===== src/rtl/sys_cmd_ctrl.sv =====
// sys_cmd_ctrl: byte-command sequencer between UART RX, register file, ALU and TX FIFO.
// Ports:
//   CLK, RST (async, active low)
//   RX_P_DATA/RX_D_VLD          received command/operand bytes
//   RdData/RdData_VLD           register-file read return
//   ALU_OUT/ALU_OUT_VLD         ALU result return
//   FIFO_FULL                   TX FIFO back-pressure
//   WrEn/RdEn/regfile_operation_flag/Address/WrData   register-file access
//   ALU_EN/ALU_FUN/CLK_EN       ALU control
//   TX_P_DATA/TX_D_VLD          TX FIFO push
module sys_cmd_ctrl #(
  parameter int DATA_W = 8,
  parameter int ADDR_W = 4,
  parameter int ALU_W  = 16,
  parameter int FUN_W  = 4
) (
  input  logic              CLK,
  input  logic              RST,
  input  logic [DATA_W-1:0] RX_P_DATA,
  input  logic              RX_D_VLD,
  input  logic [DATA_W-1:0] RdData,
  input  logic              RdData_VLD,
  input  logic [ALU_W-1:0]  ALU_OUT,
  input  logic              ALU_OUT_VLD,
  input  logic              FIFO_FULL,
  output logic              WrEn,
  output logic              RdEn,
  output logic              regfile_operation_flag,
  output logic [ADDR_W-1:0] Address,
  output logic [DATA_W-1:0] WrData,
  output logic              ALU_EN,
  output logic [FUN_W-1:0]  ALU_FUN,
  output logic              CLK_EN,
  output logic [DATA_W-1:0] TX_P_DATA,
  output logic              TX_D_VLD
);
  typedef enum logic [3:0] {
    IDLE, WR_ADDR, WR_DATA, RD_ADDR, RD_WAIT, OP_A, OP_B, ALU_FUNC, ALU_WAIT, SEND_LSB, SEND_MSB
  } state_t;
  localparam logic [DATA_W-1:0] CMD_WR = DATA_W'(8'hAA);
  localparam logic [DATA_W-1:0] CMD_RD = DATA_W'(8'hBB);
  localparam logic [DATA_W-1:0] CMD_OP = DATA_W'(8'hCC);
  localparam logic [DATA_W-1:0] CMD_FN = DATA_W'(8'hDD);
  state_t            state, state_nx;
  logic [ALU_W-1:0]  res, res_nx;
  logic              two, two_nx;
  logic              wr_en_nx, rd_en_nx, alu_en_nx, clk_en_nx, tx_vld_nx;
  logic [ADDR_W-1:0] addr_nx;
  logic [DATA_W-1:0] wr_data_nx, tx_data_nx;
  logic [FUN_W-1:0]  alu_fun_nx;
  // All outputs are registered: the comb block computes their next values.
  // Pulse outputs default low, held outputs default to their current value.
  always_comb begin
    state_nx   = state;
    res_nx     = res;
    two_nx     = two;
    wr_en_nx   = 1'b0;
    tx_vld_nx  = 1'b0;
    rd_en_nx   = RdEn;
    alu_en_nx  = ALU_EN;
    clk_en_nx  = CLK_EN;
    addr_nx    = Address;
    wr_data_nx = WrData;
    alu_fun_nx = ALU_FUN;
    tx_data_nx = TX_P_DATA;
    case (state)
      IDLE: if (RX_D_VLD)
        state_nx = (RX_P_DATA == CMD_WR) ? WR_ADDR :
                   (RX_P_DATA == CMD_RD) ? RD_ADDR :
                   (RX_P_DATA == CMD_OP) ? OP_A :
                   (RX_P_DATA == CMD_FN) ? ALU_FUNC : IDLE;
      WR_ADDR: if (RX_D_VLD) begin
        addr_nx  = RX_P_DATA[ADDR_W-1:0];
        state_nx = WR_DATA;
      end
      WR_DATA: if (RX_D_VLD) begin
        wr_data_nx = RX_P_DATA;
        wr_en_nx   = 1'b1;
        state_nx   = IDLE;
      end
      RD_ADDR: if (RX_D_VLD) begin
        addr_nx  = RX_P_DATA[ADDR_W-1:0];
        rd_en_nx = 1'b1;
        state_nx = RD_WAIT;
      end
      RD_WAIT: if (RdData_VLD) begin
        rd_en_nx = 1'b0;
        res_nx   = ALU_W'(RdData);
        two_nx   = 1'b0;
        state_nx = SEND_LSB;
      end
      OP_A: if (RX_D_VLD) begin
        addr_nx    = '0;
        wr_data_nx = RX_P_DATA;
        wr_en_nx   = 1'b1;
        state_nx   = OP_B;
      end
      OP_B: if (RX_D_VLD) begin
        addr_nx    = ADDR_W'(1);
        wr_data_nx = RX_P_DATA;
        wr_en_nx   = 1'b1;
        state_nx   = ALU_FUNC;
      end
      ALU_FUNC: if (RX_D_VLD) begin
        alu_fun_nx = RX_P_DATA[FUN_W-1:0];
        alu_en_nx  = 1'b1;
        clk_en_nx  = 1'b1;
        state_nx   = ALU_WAIT;
      end
      ALU_WAIT: if (ALU_OUT_VLD) begin
        res_nx    = ALU_OUT;
        two_nx    = 1'b1;
        alu_en_nx = 1'b0;
        clk_en_nx = 1'b0;
        state_nx  = SEND_LSB;
      end
      SEND_LSB: if (!FIFO_FULL) begin
        tx_data_nx = res[DATA_W-1:0];
        tx_vld_nx  = 1'b1;
        state_nx   = two ? SEND_MSB : IDLE;
      end
      SEND_MSB: if (!FIFO_FULL) begin
        tx_data_nx = res[ALU_W-1 -: DATA_W];
        tx_vld_nx  = 1'b1;
        state_nx   = IDLE;
      end
      default: state_nx = IDLE;
    endcase
  end
  always_ff @(posedge CLK or negedge RST) begin
    if (!RST) begin
      state                  <= IDLE;
      res                    <= '0;
      two                    <= 1'b0;
      WrEn                   <= 1'b0;
      RdEn                   <= 1'b0;
      regfile_operation_flag <= 1'b0;
      Address                <= '0;
      WrData                 <= '0;
      ALU_EN                 <= 1'b0;
      ALU_FUN                <= '0;
      CLK_EN                 <= 1'b0;
      TX_P_DATA              <= '0;
      TX_D_VLD               <= 1'b0;
    end else begin
      state                  <= state_nx;
      res                    <= res_nx;
      two                    <= two_nx;
      WrEn                   <= wr_en_nx;
      RdEn                   <= rd_en_nx;
      regfile_operation_flag <= wr_en_nx | rd_en_nx;
      Address                <= addr_nx;
      WrData                 <= wr_data_nx;
      ALU_EN                 <= alu_en_nx;
      ALU_FUN                <= alu_fun_nx;
      CLK_EN                 <= clk_en_nx;
      TX_P_DATA              <= tx_data_nx;
      TX_D_VLD               <= tx_vld_nx;
    end
  end
endmodule


===== config.mk =====
export PLATFORM = sky130hd
export DESIGN_NAME = sys_cmd_ctrl
export DESIGN_NICKNAME = d
export VERILOG_FILES = /design/src/rtl/sys_cmd_ctrl.sv
export SDC_FILE = /design/constraint.sdc
export NUM_CORES = 1
export LEC_CHECK = 0
export ABC_AREA = 1
export BUFFER_PORTS_ARGS = -buffer_cell sky130_fd_sc_hd__buf_2
export CAP_MARGIN = 20
export CORE_MARGIN = 5
export CORE_UTILIZATION = 45
export DETAILED_ROUTE_END_ITERATION = 8
export GPL_TIMING_DRIVEN = 1
export PLACE_DENSITY = 0.7
export SYNTH_ARGS = -nofsm -noshare
export SYNTH_HDL_FRONTEND = slang
export SYNTH_SLANG_ARGS = --single-unit

===== constraint.sdc =====
create_clock -name CLK -period 1.8 [get_ports CLK]
set_clock_uncertainty 0.05 [all_clocks]
set_input_delay 0.18 -clock CLK [delete_from_list [all_inputs] [get_ports CLK]]
set_output_delay 0.18 -clock CLK [all_outputs]
set_load 0.1 [all_outputs]

==> impl_table.tex <==
\begin{tabular}{lr}
\hline
Metric & Value \\
\hline
\multicolumn{2}{l}{\textbf{Status}} \\
Result of the run & completed \\
\multicolumn{2}{l}{\textbf{Worst setup path}} \\
Type of destination of the critical path & flop \\
Largest driver fanout on the critical path & 17 \\
Critical Path Max Stage Delay & 0.48 ns \\
Cell with the largest stage delay on the worst path & dfrtp\_1 \\
Buffers plus inverters on the worst setup path & 1 \\
Reg-to-reg setup timing slack & 0.12 ns \\
Gate family responsible for the most delay along the worst path & simple AND/OR/NAND/NOR gates \\
Critical path data required time & 1.92 ns \\
Category of the critical setup timing path & flop to flop \\
Critical path data arrival time & 1.81 ns \\
Critical Path, Cell by Cell & nor2\_2 -> nand2\_1 -> nand2\_4 -> inv\_4 -> nor2\_8 -> o21ai\_0 \\
Startpoint kind of the worst setup timing path & flop \\
\multicolumn{2}{l}{\textbf{Synthesis}} \\
Netlist cell types & 25 \\
Cell area after synthesis & 2446 sq um \\
Area fraction of the dominant cell type after synthesis & 0.5115 \\
Synth Warn \# & 0 \\
Gate Count Post-Synth & 311 \\
Fraction of registers with async set/reset & 1.000 \\
Sequential-to-total area share from yosys stat & 0.5115 \\
Area leader, netlist & dfrtp\_1 \\
Post-synth EDFFs & 0 \\
Number of storage elements in the synthesis netlist & 50 \\
Commonest cells in the synthesized netlist & nand2\_1 (131), dfrtp\_1 (50), o21ai\_0 (39) \\
Post-Syn Area per Cell & 7.865 sq um \\
Dominant cell by count in the synthesized netlist & nand2\_1 \\
Post-Synthesis Net Count & 349 \\
Leading post-synthesis cells by cell area & dfrtp\_1 (51\%), nand2\_1 (20\%), o21ai\_0 (8.0\%) \\
Commonest register cell after synthesis & dfrtp\_1 \\
\multicolumn{2}{l}{\textbf{Routing}} \\
Antenna Nets Post-Route & 0 \\
DRC Markers & 0 \\
Post-Route WL & 5243 microns \\
Number of vias after detailed routing & 2,116 \\
DR WL/cell & 11.60 microns \\
Routed vias/inst & 4.681 \\
DRC marker count from the first detailed-route iteration & 114 \\
Detailed-router iteration count before antenna repair & 4 \\
\multicolumn{2}{l}{\textbf{Placement}} \\
Port bufs & 67 \\
Final estimated routing congestion in global placement & 0.8833 \\
Instance area after placement & 2833 sq um \\
Placed wire-length estimate & 4090 microns \\
Worst slack, placed & 0.1318 ns \\
\multicolumn{2}{l}{\textbf{GRT}} \\
Global-route wire length before repair & 9280 microns \\
Total grt overflow & 0 \\
Initial antenna violation count & 0 \\
Tot GR Track Use & 0.1598 \\
Number of global-route vias before repair & 2,061 \\
Pin count of the biggest net entering global routing & 51 \\
\multicolumn{2}{l}{\textbf{Finish}} \\
Layout overhead on the synthesized area & 21.07\% \\
Post-Layout Inst Area & 2962 sq um \\
Final design utilization & 0.5690 \\
Total inserted antenna cells & 0 \\
Fraction of layout cells with a size suffix above 1 & 0.2644 \\
Final-stage net count & 419 \\
Total of fill cells in the finished design & 506 \\
\multicolumn{2}{l}{\textbf{Timing}} \\
RSZ-0062 raised after global routing & no \\
Endpoints failing hold & 0 \\
Post-route worst setup slack & 0.1159 ns \\
Relative slew slack & 0.5960 \\
Fraction of the cycle the final worst path needs & 0.9356 \\
Sum of negative setup slack & 0 ns \\
F\_max & 0.5938 GHz \\
Number of endpoints failing setup at the final stage & 0 \\
Number of max-slew violations in the final report & 0 \\
Worst hold-check slack & 0.03857 ns \\
Min Tclk post-route & 1.684 ns \\
Slew at the pin with the worst max-slew slack & 0.6059 ns \\
\multicolumn{2}{l}{\textbf{Floorplan}} \\
Number of placed I/O pins & 68 \\
Core footprint & 5205 sq um \\
Starting density of the core & 0.4700 \\
Die footprint & 7010 sq um \\
Chip Height & 83.73 microns \\
FP Rows & 26 \\
Die Span X & 83.73 microns \\
\multicolumn{2}{l}{\textbf{CTS}} \\
Clock latency at the later pin of the worst-skew pair & 0.30 ns \\
CTS root buffer & clkbuf\_8 \\
Number of setup buffers added after CTS & 0 \\
H-tree lvl count & 2 \\
TritonCTS clock tree & yes \\
Cts bufs inserted & 5 \\
Post-CTS clock slew at the launch and capture registers of the worst setup and hold paths & 0.09 ns \\
Clock buffer depth & 2 \\
Number of sinks driven by the clock tree & 50 \\
\multicolumn{2}{l}{\textbf{Pwr}} \\
IR Drop Worst-Case VDD & 1055 uV \\
Static Leak & 0.001700 uW \\
P per Cell Area & 1556 nW/um\^{}2 \\
\multicolumn{2}{l}{\textbf{Flow run}} \\
Max-capacitance violation count & 0 \\
\multicolumn{2}{l}{\textbf{Worst hold path}} \\
Hold crit path type & input pin to flop \\
\hline
\end{tabular}
[timing repair]
action / in CTS / in global routing
endpoints found under the setup margin: 0 / 6
hold endpoints to repair: 50 / 0
resized for setup: 0 / 2
hold buffers: 1 / 0
[routing by layer]
metal	track usage	share of wire
met1	0.2075	0.48
met2	0.2502	0.44
met3	0.04442	0.058
met4	0.06725	0.021
met5	0	0
[cells in the final DEF (no fill, tap or decap)]
cell and instances:
clkbuf_8 5, inv_4 1, nor2_2 1, buf_4 1, inv_1 25, o21ai_0 39, dfrtp_1 50, nand3b_1 1
nor2_1 11, o21ai_2 2, buf_2 67, nand3_1 5, clkinv_1 1, nand4_1 2, nor2_8 2, inv_2 1
nand2_1 131, clkinv_2 3, nor3_1 2, bufinv_16 1, nand2_2 11, nand2_4 4, o21ai_1 9, a21oi_1 4
nor2_4 2, dlygate4sd3_1 1
[cells by family after synthesis]
kind of cell,count (synthesis),synth area share
DFF,50,0.5115
buffers and inverters,35,0.06393
AOI/OAI and AO/OA,54,0.1136
and+or+nand+nor,172,0.3110
[report_power, final]
part / total [uW] / switching, uW / internal (uW)
clock: 764 / 355 / 409
combinational: 2220 / 1860 / 364
sequential: 1620 / 165 / 1460
[path summary, 6_finish.rpt]
check | from | endpoint | depth (start not counted)
setup / recovery | state[0] | res[10] | 6
hold / removal | ALU_OUT[13] | res[13] | 3
setup reg to reg | state[0] | res[10] | 6
hold reg to reg | ALU_FUN[3] | ALU_FUN[3] | 2
max in group asynchronous | RST | res[13] | 3
min in group asynchronous | RST | RdEn | 3
[area by class of cell]
cell class	instances	area (sq um)	share of cell area
multi-input combinational	226	1049	0.3540
tap	70	87.58	0.02957
sequential	50	1251	0.4225
inverter	29	112.6	0.03802
timing repair buffer	69	352.8	0.1191
clock inverter	3	40.04	0.01352
clock buffer	5	68.82	0.02324
[registers in the layout, indices dropped and copies added, names as in the netlist, 4 cells and up]
| register | flops |
|---|---|
| ALU_FUN | 4 |
| Address | 4 |
| TX_P_DATA | 8 |
| WrData | 8 |
| res | 16 |
| state | 4 |
[stage by stage]
step | total power [uW] | instances
6_report | 4609 | 452
5_1_grt | 4849 | 452
4_1_cts | 4641 | 452
3_5_place_dp | 3879 | 443
3_3_place_gp | 3860 | 443
2_1_floorplan | 3481 | 311
[tightest hold or removal path: stages]
cell and delay [ns]:
buf_2 0.07, nand2_1 0.05, o21ai_2 0.05
Power figures use the tool's default switching activity.
